$ cat src/rtl/capture_pkg.sv
// Shared types and defaults for the sample acquisition front end.
package capture_pkg;

  typedef enum logic [1:0] {
    IDLE = 2'd0,
    RUN  = 2'd1,
    DONE = 2'd2,
    OVF  = 2'd3
  } cap_state_e;

  typedef struct packed {
    logic running;
    logic done;
    logic overflow;
  } cap_status_t;

  localparam int WIDTH_DEF = 16;
  localparam int DIV_W_DEF = 16;
  localparam int CNT_W_DEF = 32;

endpackage

$ cat src/rtl/sample_capture_if.sv
// Write side of the dual-clock sample FIFO: data, write strobe and full flag.
interface sample_capture_if
  import capture_pkg::*;
#(
  parameter int WIDTH = WIDTH_DEF
);
  logic [WIDTH-1:0] sample_data;
  logic             sample_data_avail;
  logic             fifo_full;

  modport master (output sample_data, output sample_data_avail, input fifo_full);
  modport slave  (input sample_data, input sample_data_avail, output fifo_full);
endinterface

$ cat src/rtl/probe_sync.sv
// Two-flop synchroniser, one independent chain per probe bit.
module probe_sync #(
  parameter int WIDTH = 16
) (
  input  logic             clk,
  input  logic             rst,
  input  logic [WIDTH-1:0] d,
  output logic [WIDTH-1:0] q
);

  logic [1:0][WIDTH-1:0] sync_pipe;

  for (genvar i = 0; i < WIDTH; i++) begin : g_bit
    always_ff @(posedge clk or posedge rst) begin
      if (rst) begin
        sync_pipe[0][i] <= 1'b0;
        sync_pipe[1][i] <= 1'b0;
      end else begin
        sync_pipe[0][i] <= d[i];
        sync_pipe[1][i] <= sync_pipe[0][i];
      end
    end
  end

  assign q = sync_pipe[1];

endmodule

$ cat src/rtl/sample_capture.sv
// Acquisition front end: synchronise probes, decimate, mask and push words
// into the sample FIFO until a limit is reached or the FIFO overflows.
module sample_capture
  import capture_pkg::*;
#(
  parameter int WIDTH = WIDTH_DEF,
  parameter int DIV_W = DIV_W_DEF,
  parameter int CNT_W = CNT_W_DEF
) (
  input  logic              clk,
  input  logic              rst,
  input  logic [WIDTH-1:0]  probe,
  input  logic              enable,
  input  logic [DIV_W-1:0]  divider,
  input  logic [WIDTH-1:0]  chan_mask,
  input  logic [CNT_W-1:0]  sample_limit,
  sample_capture_if.master  fifo,
  output logic              running,
  output logic              done,
  output logic              overflow,
  output logic [CNT_W-1:0]  sample_count
);

  cap_state_e       state;
  cap_status_t      status;
  logic [DIV_W-1:0] presc;
  logic [DIV_W-1:0] div_q;
  logic [CNT_W-1:0] limit_q;
  logic [WIDTH-1:0] sync;
  logic             tick;
  logic [CNT_W-1:0] cnt_inc;
  logic             limit_hit;

  probe_sync #(.WIDTH(WIDTH)) u_sync (
    .clk (clk),
    .rst (rst),
    .d   (probe),
    .q   (sync)
  );

  assign tick      = (presc == '0);
  // Saturating increment: unlimited runs keep writing once the count pegs.
  assign cnt_inc   = (&sample_count) ? sample_count : sample_count + 1'b1;
  assign limit_hit = (limit_q != '0) && (cnt_inc == limit_q);

  assign running  = status.running;
  assign done     = status.done;
  assign overflow = status.overflow;

  always_ff @(posedge clk or posedge rst) begin
    if (rst) begin
      state                  <= IDLE;
      status                 <= '0;
      presc                  <= '0;
      div_q                  <= '0;
      limit_q                <= '0;
      sample_count           <= '0;
      fifo.sample_data       <= '0;
      fifo.sample_data_avail <= 1'b0;
    end else begin
      fifo.sample_data_avail <= 1'b0;
      case (state)
        IDLE: begin
          presc <= '0;
          if (enable) begin
            div_q          <= divider;
            limit_q        <= sample_limit;
            sample_count   <= '0;
            state          <= RUN;
            status.running <= 1'b1;
          end
        end
        RUN: begin
          if (!enable) begin
            // A tick coinciding with enable dropping is discarded.
            state          <= IDLE;
            status.running <= 1'b0;
          end else begin
            presc <= (presc == div_q) ? '0 : presc + 1'b1;
            if (tick) begin
              if (fifo.fifo_full) begin
                state           <= OVF;
                status.running  <= 1'b0;
                status.overflow <= 1'b1;
              end else begin
                fifo.sample_data       <= sync & chan_mask;
                fifo.sample_data_avail <= 1'b1;
                sample_count           <= cnt_inc;
                if (limit_hit) begin
                  state          <= DONE;
                  status.running <= 1'b0;
                  status.done    <= 1'b1;
                end
              end
            end
          end
        end
        DONE, OVF: begin
          if (!enable) begin
            state           <= IDLE;
            status.done     <= 1'b0;
            status.overflow <= 1'b0;
          end
        end
        default: begin
          state  <= IDLE;
          status <= '0;
        end
      endcase
    end
  end

endmodule

$ cat src/flat_wrapper.sv
// flat-port wrapper written by rule: the top's interface ports become plain ports
module sample_capture_flat import capture_pkg::*;
#(
  parameter int WIDTH = WIDTH_DEF,
  parameter int DIV_W = DIV_W_DEF,
  parameter int CNT_W = CNT_W_DEF
)
  (clk, rst, probe, enable, divider, chan_mask, sample_limit, running, done, overflow, sample_count, fifo_sample_data, fifo_sample_data_avail, fifo_fifo_full);
  sample_capture_if #(.WIDTH(WIDTH)) fifo_i ();
  input  logic clk;
  input  logic rst;
  input  logic [WIDTH-1:0] probe;
  input  logic enable;
  input  logic [DIV_W-1:0] divider;
  input  logic [WIDTH-1:0] chan_mask;
  input  logic [CNT_W-1:0] sample_limit;
  output logic running;
  output logic done;
  output logic overflow;
  output logic [CNT_W-1:0] sample_count;
  output wire logic [$bits(fifo_i.sample_data)-1:0] fifo_sample_data;
  output wire logic [$bits(fifo_i.sample_data_avail)-1:0] fifo_sample_data_avail;
  input wire logic [$bits(fifo_i.fifo_full)-1:0] fifo_fifo_full;
  assign fifo_sample_data = fifo_i.sample_data;
  assign fifo_sample_data_avail = fifo_i.sample_data_avail;
  assign fifo_i.fifo_full = fifo_fifo_full;
  sample_capture #(.WIDTH(WIDTH), .DIV_W(DIV_W), .CNT_W(CNT_W)) u_core (.clk(clk), .rst(rst), .probe(probe), .enable(enable), .divider(divider), .chan_mask(chan_mask), .sample_limit(sample_limit), .fifo(fifo_i), .running(running), .done(done), .overflow(overflow), .sample_count(sample_count));
endmodule
$ cat config.mk
export PLATFORM = sky130hd
export DESIGN_NAME = sample_capture_flat
export DESIGN_NICKNAME = d
export VERILOG_FILES = /design/src/rtl/capture_pkg.sv /design/src/rtl/sample_capture_if.sv /design/src/rtl/probe_sync.sv /design/src/rtl/sample_capture.sv /design/src/flat_wrapper.sv
export SDC_FILE = /design/constraint.sdc
export NUM_CORES = 1
export LEC_CHECK = 0
export BUFFER_PORTS_ARGS = -buffer_cell sky130_fd_sc_hd__buf_2
export CAP_MARGIN = 5
export CELL_PAD_IN_SITES_DETAIL_PLACEMENT = 0
export CELL_PAD_IN_SITES_GLOBAL_PLACEMENT = 1
export CORE_UTILIZATION = 38
export DETAILED_ROUTE_END_ITERATION = 7
export PLACE_DENSITY_LB_ADDON = 0.1
export REMOVE_ABC_BUFFERS = 1
export SLEW_MARGIN = 20
export SYNTH_ARGS = -nofsm -noshare
export SYNTH_HDL_FRONTEND = slang
export SYNTH_SLANG_ARGS = --single-unit
$ cat constraint.sdc
create_clock -name clk -period 9.7 [get_ports clk]
set_input_delay 2.425 -clock clk [delete_from_list [all_inputs] [get_ports clk]]
set_output_delay 2.425 -clock clk [all_outputs]
set_load 0.03 [all_outputs]
==> results.sh, run 1 <==
export IMPL_die_h_um=145
export IMPL_ant_nets=0
export IMPL_via_per_inst=5.72
export IMPL_synth_flop_cell="dfrtp_1"
export IMPL_end_kind="flip-flop"
export IMPL_grt_setup_unrepaired="false"
export IMPL_gr_total_overflow=0
export IMPL_finalCritPeriodShare_pct=48.0
export IMPL_area_growth_syn_to_layout_pct=18.8
export IMPL_wirelength_mm=25.0
export IMPL_drc=0
export IMPL_cts_buffer_depth=2
export IMPL_status="complete, no violations"
export IMPL_grt_max_degree=89
export IMPL_grt_usage_pct=24.3
export IMPL_p_leak_uw=0.00412
export IMPL_syn_inst=813
export IMPL_synth_edff_count=0
export IMPL_path_max_fanout=49
export IMPL_core_area_sq_um=20200
export IMPL_post_route_min_period_ps=4660
export IMPL_clkTransAtPathRegs_ps=60
export IMPL_worstMarginPinSlew_ps=825
export IMPL_hold_viol=0
export IMPL_slew_violations=0
export IMPL_power_frac_comb_pct=18.3
export IMPL_worstPathArrival_ps=4960
export IMPL_fillers=1948
export IMPL_placement_rows=52
export IMPL_cap_violations=0
export IMPL_max_freq_mhz=215
export IMPL_initial_core_util_pct=38.7
export IMPL_hpwl_mm=18.2
export IMPL_cts_sinks=150
export IMPL_ctsResizeCount=0
export IMPL_cts_buffers=17
export IMPL_maxSlewHeadroom_pct=44.5
export IMPL_crit_type="in2reg"
export IMPL_synthesis_area_sq_um=7820
export IMPL_ys_types=61
export IMPL_portBuffers=135
export IMPL_cts_tree="yes"
export IMPL_gp_congestion=0.888
export IMPL_ys_warn_count=0
export IMPL_final_util_pct=45.9
export IMPL_pwr_share_clk_pct=38.5
export IMPL_p_sw_uw=583
export IMPL_fp_dieW_um=145
export IMPL_p_seq_share_pct=43.3
export IMPL_async_reset_ff_share_pct=100
export IMPL_grt_pass1_wl_mm=39.4
export IMPL_clock_root_buffer="clkbuf_16"
export IMPL_synth_area_per_cell_sq_um=9.62
export IMPL_n_antenna_cell=0
export IMPL_cts_max_level=4
export IMPL_powerDensity_nw_per_um2=195
export IMPL_drive_above_1_share_pct=25.2
export IMPL_start_kind="input port"
export IMPL_crit_required_ps=10010
export IMPL_min_path_type="reg2reg"
export IMPL_setup_tns_final_ps=0
export IMPL_cts_setup_buffers=0
export IMPL_drt_iter0_drc=527
export IMPL_final_nets=1005
export IMPL_final_setup_viol_count=0
export IMPL_clk_latency_ps=440
export IMPL_wl_per_cell_um=20.8
export IMPL_dieArea_sq_um=21200
export IMPL_ys_ff_latch=150
export IMPL_switching_share_pct=32.1
export IMPL_antenna_found_initial=1
export IMPL_p_int_uw=1230
export IMPL_yosysSeqAreaShare_pct=48.0
export IMPL_final_setup_skew_ps=15.3
export IMPL_peakVddDrop_mv=0.112
export IMPL_io_pins=136
export IMPL_vias=6864
export IMPL_postCtsHoldBufs=0
export IMPL_drtPass1Iterations=5
export IMPL_grt_pass1_vias=6727
metal layers:
| metal | share of wire [%] | GRT usage, % | up-vias | wire, um |
|---|---|---|---|---|
| li1 | - | - | 3180 | - |
| met1 | 44 | 32.7 | 3407 | 11100 |
| met2 | 48 | 39.2 | 242 | 11900 |
| met3 | 5.5 | 4.80 | 33 | 1370 |
| met4 | 2.3 | 8.26 | 2 | 574 |
| met5 | 0.052 | 0 | - | 13 |
cell usage after synthesis, types with 15 or more instances:
cell type | instances | area (sq um)
xnor2_1 | 25 | 219
o21ai_0 | 76 | 380
nand2_1 | 84 | 315
nor4_1 | 29 | 181
mux2_2 | 47 | 529
o31ai_1 | 15 | 113
dfrtp_1 | 150 | 3750
nand3_1 | 51 | 255
nand4_1 | 30 | 188
xor2_1 | 32 | 280
nor2_1 | 45 | 169
a21oi_1 | 24 | 120
and3_1 | 16 | 100
nor3_1 | 15 | 75.1
clkbuf_1 | 38 | 143
path summary, 6_finish.rpt:
kind	to	from	cells after the start	slack, ps
worst max-delay path	u_core.sample_count[13]$_DFFE_PP0P_	enable	8	5040
worst min-delay path	u_core.u_sync.q[14]$_DFF_PP0_	u_core.u_sync.sync_pipe[14]$_DFF_PP0_	0	350
worst max register to register	u_core.state[0]$_DFFE_PP0P_	u_core.sample_count[0]$_DFFE_PP0P_	9	5440
worst min register to register	u_core.u_sync.q[14]$_DFF_PP0_	u_core.u_sync.sync_pipe[14]$_DFF_PP0_	0	350
max in group asynchronous	u_core.sample_count[5]$_DFFE_PP0P_	rst	3	6220
min in group asynchronous	u_core.u_sync.sync_pipe[0]$_DFF_PP0_	rst	2	2140
worst max-delay path: stages:
cell	delay [ps]
buf_2	190
nor2b_1	430
nand3_2	110
buf_4	320
inv_1	480
buf_4	410
nand2_1	200
o31ai_1	350
per-stage QoR:
stage | hold WS, ps | instances | cell area, sq um | setup WS (ps) | total power [uW]
floorplan | 331 | 758 | 7600 | 3240 | 1000
global placement | 331 | 1169 | 8680 | 4810 | 1120
detailed placement | 336 | 1169 | 8680 | 4740 | 1130
CTS | 351 | 1201 | 9290 | 5070 | 1830
global route | 355 | 1201 | 9290 | 4820 | 1900
finish | 349 | 1201 | 9290 | 5040 | 1820
sequential cells by signal (all words and copies together) (netlist names):
| name | cells |
|---|---|
| u_core.presc | 16 |
| u_core.sample_count | 32 |
| u_core.done | 1 |
| u_core.fifo.sample_data_avail | 1 |
| u_core.u_sync.sync_pipe | 16 |
| u_core.overflow | 1 |
| u_core.limit_q | 32 |
| u_core.div_q | 16 |
| u_core.state | 2 |
| u_core.fifo.sample_data | 16 |
| u_core.u_sync.q | 16 |
| u_core.running | 1 |
layout by cell type (no fill, tap or decap), drive strengths merged, types with 25 or more instances in the layout:
cell type | netlist | final
dfrtp | 150 | 150
buf | 17 | 141
nand2 | 84 | 84
o21ai | 76 | 76
nand3 | 52 | 52
mux2 | 48 | 48
nor2 | 45 | 45
xor2 | 32 | 32
nand4 | 31 | 31
nor4 | 30 | 30
xnor2 | 25 | 25
power groups by stage:
| stage | combinational, uW | clock, uW | sequential [uW] |
|---|---|---|---|
| after floorplan | 189 | 0 | 812 |
| after global placement | 329 | 0 | 796 |
| after detailed placement | 333 | 0 | 797 |
| after CTS | 334 | 710 | 786 |
| after global routing | 366 | 738 | 797 |
| final | 332 | 699 | 785 |
cells by family after synthesis:
kind of cell	Yosys count	synth area share, %
AOI/OAI and AO/OA	160	12.5
xor gates and xnor gates	57	6.38
adders and majority gates	3	0.480
buffers and inverters	69	3.52
DFF	150	48.0
muxes	52	7.42
and+or+nand+nor	322	21.7
layout make-up:
cell class	count	area, sq um	share of cell area [%]
sequential	150	3750	40.4
clock inverter	15	186	2.01
timing repair buffer	141	721	7.76
inverter	14	57.6	0.619
clock buffer	17	425	4.58
multi-input combinational	594	3810	41.0
tap	270	338	3.64
(Power assumes the default switching activity.)
==> run 2: changes to the inputs <==
Clock period 9.7 ns to 3.85 ns, I/O delays scaled along.
==> run 2 against run 1 <==
Against the previous run: clock-buffer cell count is the same; critical path depth increased by 1; die area unchanged; critical path type is now reg2reg; critical endpoint is now u_core.state[0]$_DFFE_PP0P_; largest power group unchanged; highest routed layer unchanged.
==> results.sh, run 2 (synthesized netlist as in run 1, its figures left out) <==
export IMPL_peakVddDrop_mv=0.320
export IMPL_drt_iter0_drc=450
export IMPL_min_path_type="reg2reg"
export IMPL_r2r_end="u_core.state[0]$_DFFE_PP0P_"
export IMPL_status="complete, no violations"
export IMPL_clkTransAtPathRegs_ps=80
export IMPL_use_met1_pct=32.8
export IMPL_clk_latency_ps=440
export IMPL_grt_pass1_vias=7079
export IMPL_clock_root_buffer="clkbuf_16"
export IMPL_ant_nets=0
export IMPL_dp_cells=1195
export IMPL_crit_slowest_cell="or4_1"
export IMPL_cts_tree="yes"
export IMPL_wirelength_mm=26.1
export IMPL_area_growth_syn_to_layout_pct=21.7
export IMPL_die_h_um=145
export IMPL_fillers=1924
export IMPL_cts_buffers=17
export IMPL_post_route_min_period_ps=3580
export IMPL_grt_pass1_wl_mm=41.2
export IMPL_mostFrequentLayoutCell="dfrtp_1"
export IMPL_core_area_sq_um=20200
export IMPL_path_max_fanout=9
export IMPL_final_setup_viol_count=0
export IMPL_cts_sinks=150
export IMPL_grt_usage_pct=25.5
export IMPL_fin_hold_ws_ps=349
export IMPL_gp_congestion=1.02
export IMPL_timing_rr_start="u_core.sample_count[0]$_DFFE_PP0P_"
export IMPL_setup_tns_final_ps=0
export IMPL_dieArea_sq_um=21200
export IMPL_placement_rows=52
export IMPL_drc=0
export IMPL_via_per_inst=5.68
export IMPL_hold_viol=0
export IMPL_crit_required_ps=4180
export IMPL_initial_core_util_pct=38.7
export IMPL_cts_setup_buffers=0
export IMPL_worstMarginPinSlew_ps=782
export IMPL_vias=6975
export IMPL_met3_usage_pct=5.02
export IMPL_cts_buffer_depth=2
export IMPL_maxSlewHeadroom_pct=47.7
export IMPL_instances_no_fill=1228
export IMPL_max_freq_mhz=280
export IMPL_reg_top3="u_core.limit_q (32), u_core.sample_count (32)"
export IMPL_timing_critical_path_mode_cell="nor4_1"
export IMPL_portBuffers=135
export IMPL_finalCritPeriodShare_pct=92.9
export IMPL_final_nets=1031
export IMPL_crit_type="reg2reg"
export IMPL_grt_use_met2_pct=42.7
export IMPL_slew_violations=0
export IMPL_ff2ff_path_depth=9
export IMPL_worstPathArrival_ps=3910
export IMPL_total_power_uw=4590
export IMPL_final_cell_mix="dfrtp_1 (150), buf_2 (135), nand2_1 (84)"
export IMPL_final_setup_skew_ps=23.8
export IMPL_slowest_delay_ps=790
export IMPL_fin_area_sq_um=9520
export IMPL_hold_start="u_core.u_sync.sync_pipe[11]$_DFF_PP0_"
export IMPL_cts_max_level=4
export IMPL_io_pins=136
export IMPL_grt_setup_unrepaired="false"
export IMPL_postCtsHoldBufs=0
export IMPL_rrSetupSlack_ps=270
export IMPL_antenna_found_initial=1
export IMPL_drive_above_1_share_pct=27.3
export IMPL_grt_busiest_layer="met2"
export IMPL_whs_path_depth=0
export IMPL_hold_end="u_core.u_sync.q[11]$_DFF_PP0_"
export IMPL_fp_dieW_um=145
export IMPL_hpwl_mm=19.6
export IMPL_drtPass1Iterations=5
export IMPL_gr_total_overflow=0
export IMPL_grt_max_degree=65
export IMPL_p_leak_uw=0.00426
export IMPL_cp_cell_sequence="ha_1, nand3_2, or4_1, nor3_4, nor4_1, xnor2_1, nor4_1, nand4_1, o221a_1"
export IMPL_start_kind="flip-flop"
export IMPL_dpl_instance_area_sq_um=8880
export IMPL_end_kind="flip-flop"
export IMPL_path_delay_family="simple AND/OR/NAND/NOR gates"
export IMPL_ctsResizeCount=0
export IMPL_wl_per_cell_um=21.3
export IMPL_powerDensity_nw_per_um2=483
export IMPL_cap_violations=0
export IMPL_cp_buffers_inverters=0
## run 2: cell types whose count changed in the layout (fill, tap and decap cells not counted), sizes merged
cell and delta:
inv -1, buf +26, bufinv -2, diode +1
clkinv +3
## run 2: power by group
part	internal (uW)	switching, uW
Clock	896	845
Combinational	360	519
Sequential	1770	202
## run 2: stage by stage
step	util, %	setup slack, ps
after floorplan	-	-1150
after global placement	43.9	299
after detailed placement	43.9	293
after CTS	47.0	277
after global routing	47.0	64.7
final	47.0	273
## run 2: worst max-delay path by stage
| stage | startpoint | endpoint | slack [ps] | depth (start not counted) |
|---|---|---|---|---|
| finish | u_core.sample_count[0]$_DFFE_PP0P_ | u_core.state[0]$_DFFE_PP0P_ | 270 | 9 |
| detailed placement | u_core.sample_count[0]$_DFFE_PP0P_ | u_core.state[0]$_DFFE_PP0P_ | 290 | 10 |
| global route | u_core.sample_count[0]$_DFFE_PP0P_ | u_core.state[0]$_DFFE_PP0P_ | 60 | 10 |
| global placement | u_core.sample_count[0]$_DFFE_PP0P_ | u_core.state[0]$_DFFE_PP0P_ | 300 | 11 |
| floorplan | rst | u_core.div_q[0]$_DFFE_PP0P_ | -1150 | 1 |
| CTS | u_core.sample_count[0]$_DFFE_PP0P_ | u_core.state[0]$_DFFE_PP0P_ | 280 | 10 |
## run 2: area by class of cell
cell class | count | area (sq um) | area share, %
timing repair buffer | 167 | 928 | 9.75
clock inverter | 15 | 204 | 2.14
antenna | 1 | 2.50 | 0.0263
sequential | 150 | 3750 | 39.4
clock buffer | 17 | 425 | 4.47
multi-input combinational | 594 | 3810 | 40.0
tap | 270 | 338 | 3.55
inverter | 14 | 57.6 | 0.605
## run 2: per-layer routing
metal / routed length, um / vias up
met4: 728 / 2
met3: 1480 / 50
met5: 13 / -
met1: 11100 / 3417
li1: - / 3240
met2: 12700 / 266
## run 2: worst reg2reg max path, delay by kind of cell (launching register included)
family	cells	cell delay (ps)
AND/OR/NAND/NOR	6	2270
flip-flops	1	500
AO/OA/AOI/OAI	1	300
adder cells (fa/ha/maj)	1	270
XOR/XNOR	1	140
==> run 3: changes to the inputs <==
--- a/config.mk
+++ b/config.mk
@@ -12,2 +12,3 @@
 export CORE_UTILIZATION = 38
+export CTS_CLUSTER_SIZE = 40
 export DETAILED_ROUTE_END_ITERATION = 7
@@ -15,2 +16,3 @@
 export REMOVE_ABC_BUFFERS = 1
+export SKIP_CTS_REPAIR_TIMING = 1
 export SLEW_MARGIN = 20
==> constraint.sdc (replaced) <==
create_clock -name clk -period 3.85 [get_ports clk]
set_input_delay 0.5775 -clock clk [delete_from_list [all_inputs] [get_ports clk]]
set_output_delay 0.5775 -clock clk [all_outputs]
set_load 0.03 [all_outputs]
==> run 3 against run 2 <==
Against the previous run: cell area down 0.53%; clock power barely moved; wire length shrank 0.45%; utilization down 0.25 points; largest power group unchanged.
==> results.sh, run 3 (synthesized netlist as in run 1, its figures left out) <==
export IMPL_hpwl_mm=19.1
export IMPL_maxSlewHeadroom_pct=47.5
export IMPL_dr_max_layer_used="met5"
export IMPL_total_power_uw=4550
export IMPL_wirelength_mm=26.0
export IMPL_gp_congestion=0.941
export IMPL_path_max_fanout=9
export IMPL_p_leak_uw=0.00422
export IMPL_crit_type="reg2reg"
export IMPL_status="complete, no violations"
export IMPL_via_per_inst=5.67
export IMPL_gr_total_overflow=0
export IMPL_cap_violations=0
export IMPL_grt_pass1_wl_mm=40.9
export IMPL_worstMarginPinSlew_ps=785
export IMPL_routed_wl_met3_mm=1.36
export IMPL_crit_start="u_core.sample_count[0]$_DFFE_PP0P_"
export IMPL_grt_usage_pct=25.3
export IMPL_area_growth_syn_to_layout_pct=21.0
export IMPL_dp_cells=1191
export IMPL_n_antenna_cell=0
export IMPL_peakVddDrop_mv=0.295
export IMPL_drc=0
export IMPL_powerDensity_nw_per_um2=480
export IMPL_clock_root_buffer="clkbuf_16"
export IMPL_clk_latency_ps=440
export IMPL_timing_rr_start="u_core.sample_count[0]$_DFFE_PP0P_"
export IMPL_final_setup_viol_count=0
export IMPL_wl_met1_mm=11.3
export IMPL_wl_per_cell_um=21.2
export IMPL_die_h_um=145
export IMPL_final_cell_mix="dfrtp_1 (150), buf_2 (135), nand2_1 (84)"
export IMPL_grt_pass1_vias=7065
export IMPL_drtPass1Iterations=5
export IMPL_finalCritPeriodShare_pct=92.3
export IMPL_portBuffers=135
export IMPL_initial_core_util_pct=38.7
export IMPL_reg_top3="u_core.limit_q (32), u_core.sample_count (32)"
export IMPL_dieArea_sq_um=21200
export IMPL_drive_above_1_share_pct=27.1
export IMPL_core_area_sq_um=20200
export IMPL_start_kind="flip-flop"
export IMPL_cts_buffer_depth=2
export IMPL_post_route_min_period_ps=3550
export IMPL_drt_iter0_drc=481
export IMPL_grt_setup_unrepaired="false"
export IMPL_antenna_found_initial=2
export IMPL_worstPathArrival_ps=3860
export IMPL_io_pins=136
export IMPL_grt_max_degree=87
export IMPL_wl_met2_mm=12.7
export IMPL_hold_start="probe[15]"
export IMPL_vias=6938
export IMPL_final_setup_skew_ps=20.6
export IMPL_instances_no_fill=1223
export IMPL_fp_dieW_um=145
export IMPL_cts_sinks=150
export IMPL_end_kind="flip-flop"
export IMPL_clkTransAtPathRegs_ps=80
export IMPL_hold_viol=0
export IMPL_cts_max_level=4
export IMPL_slew_violations=0
export IMPL_cts_tree="yes"
export IMPL_ant_nets=0
export IMPL_crit_required_ps=4160
export IMPL_mostFrequentLayoutCell="dfrtp_1"
export IMPL_final_nets=1027
export IMPL_max_freq_mhz=281
export IMPL_min_path_type="in2reg"
export IMPL_placement_rows=52
export IMPL_cts_buffers=17
-- run 3: cell count changes in the layout (fill, tap and decap cells not counted), sizes merged --
cell | before | now
clkinvlp | 0 | 3
buf | 167 | 163
clkinv | 8 | 6
inv | 21 | 20
diode | 1 | 0
-- run 3: final timing paths --
check                                                         to  slack (ps)  cells past startpoint
min                        u_core.u_sync.sync_pipe[15]$_DFF_PP0_         240                      1
max                                  u_core.state[0]$_DFFE_PP0P_         300                      9
max in group asynchronous    u_core.sample_count[13]$_DFFE_PP0P_        2720                      3
min in group asynchronous   u_core.u_sync.sync_pipe[0]$_DFF_PP0_         280                      2
max reg2reg                          u_core.state[0]$_DFFE_PP0P_         300                      9
min reg2reg                        u_core.u_sync.q[12]$_DFF_PP0_         340                      0
-- run 3: cell type report --
type,count,area (sq um)
Multi-Input combinational cell,594,3810
Clock buffer,17,425
Clock inverter,15,183
Inverter,14,57.6
Fill cell,1978,10800
Tap cell,270,338
Timing Repair Buffer,163,898
Sequential cell,150,3750
-- run 3: critical path, stage by stage (launching register included) --
cell	delay [ps]
dfrtp_1	500
ha_1	280
nand3_2	200
or4_1	760
nor3_4	430
nor3_1	100
a211o_1	270
nor4_1	300
nand4_1	280
o221a_1	300
-- run 3: metrics by stage --
step	setup TNS (ps)	hold slack, ps	util [%]	instance area, sq um	worst slack (ps)
after floorplan	-114580	331	-	7600	-764
after global placement	0	333	43.8	8850	433
after detailed placement	0	335	43.8	8860	314
after CTS	0	221	46.8	9470	278
after global routing	0	216	46.8	9470	57.2
final	0	240	46.8	9470	298
-- run 3: power breakdown --
| part | switching (uW) | leakage, uW | internal, uW |
|---|---|---|---|
| logic | 520 | 0.00205 | 357 |
| clock network | 827 | 0.000285 | 879 |
| registers | 191 | 0.00189 | 1770 |
| total | 1540 | 0.00422 | 3010 |
-- run 3: layer usage --
metal / up-vias / GRT usage [%]
met1: 3440 / 31.9
li1: 3217 / -
met4: 2 / 9.21
met3: 41 / 5.30
met5: - / 0
met2: 238 / 42.8
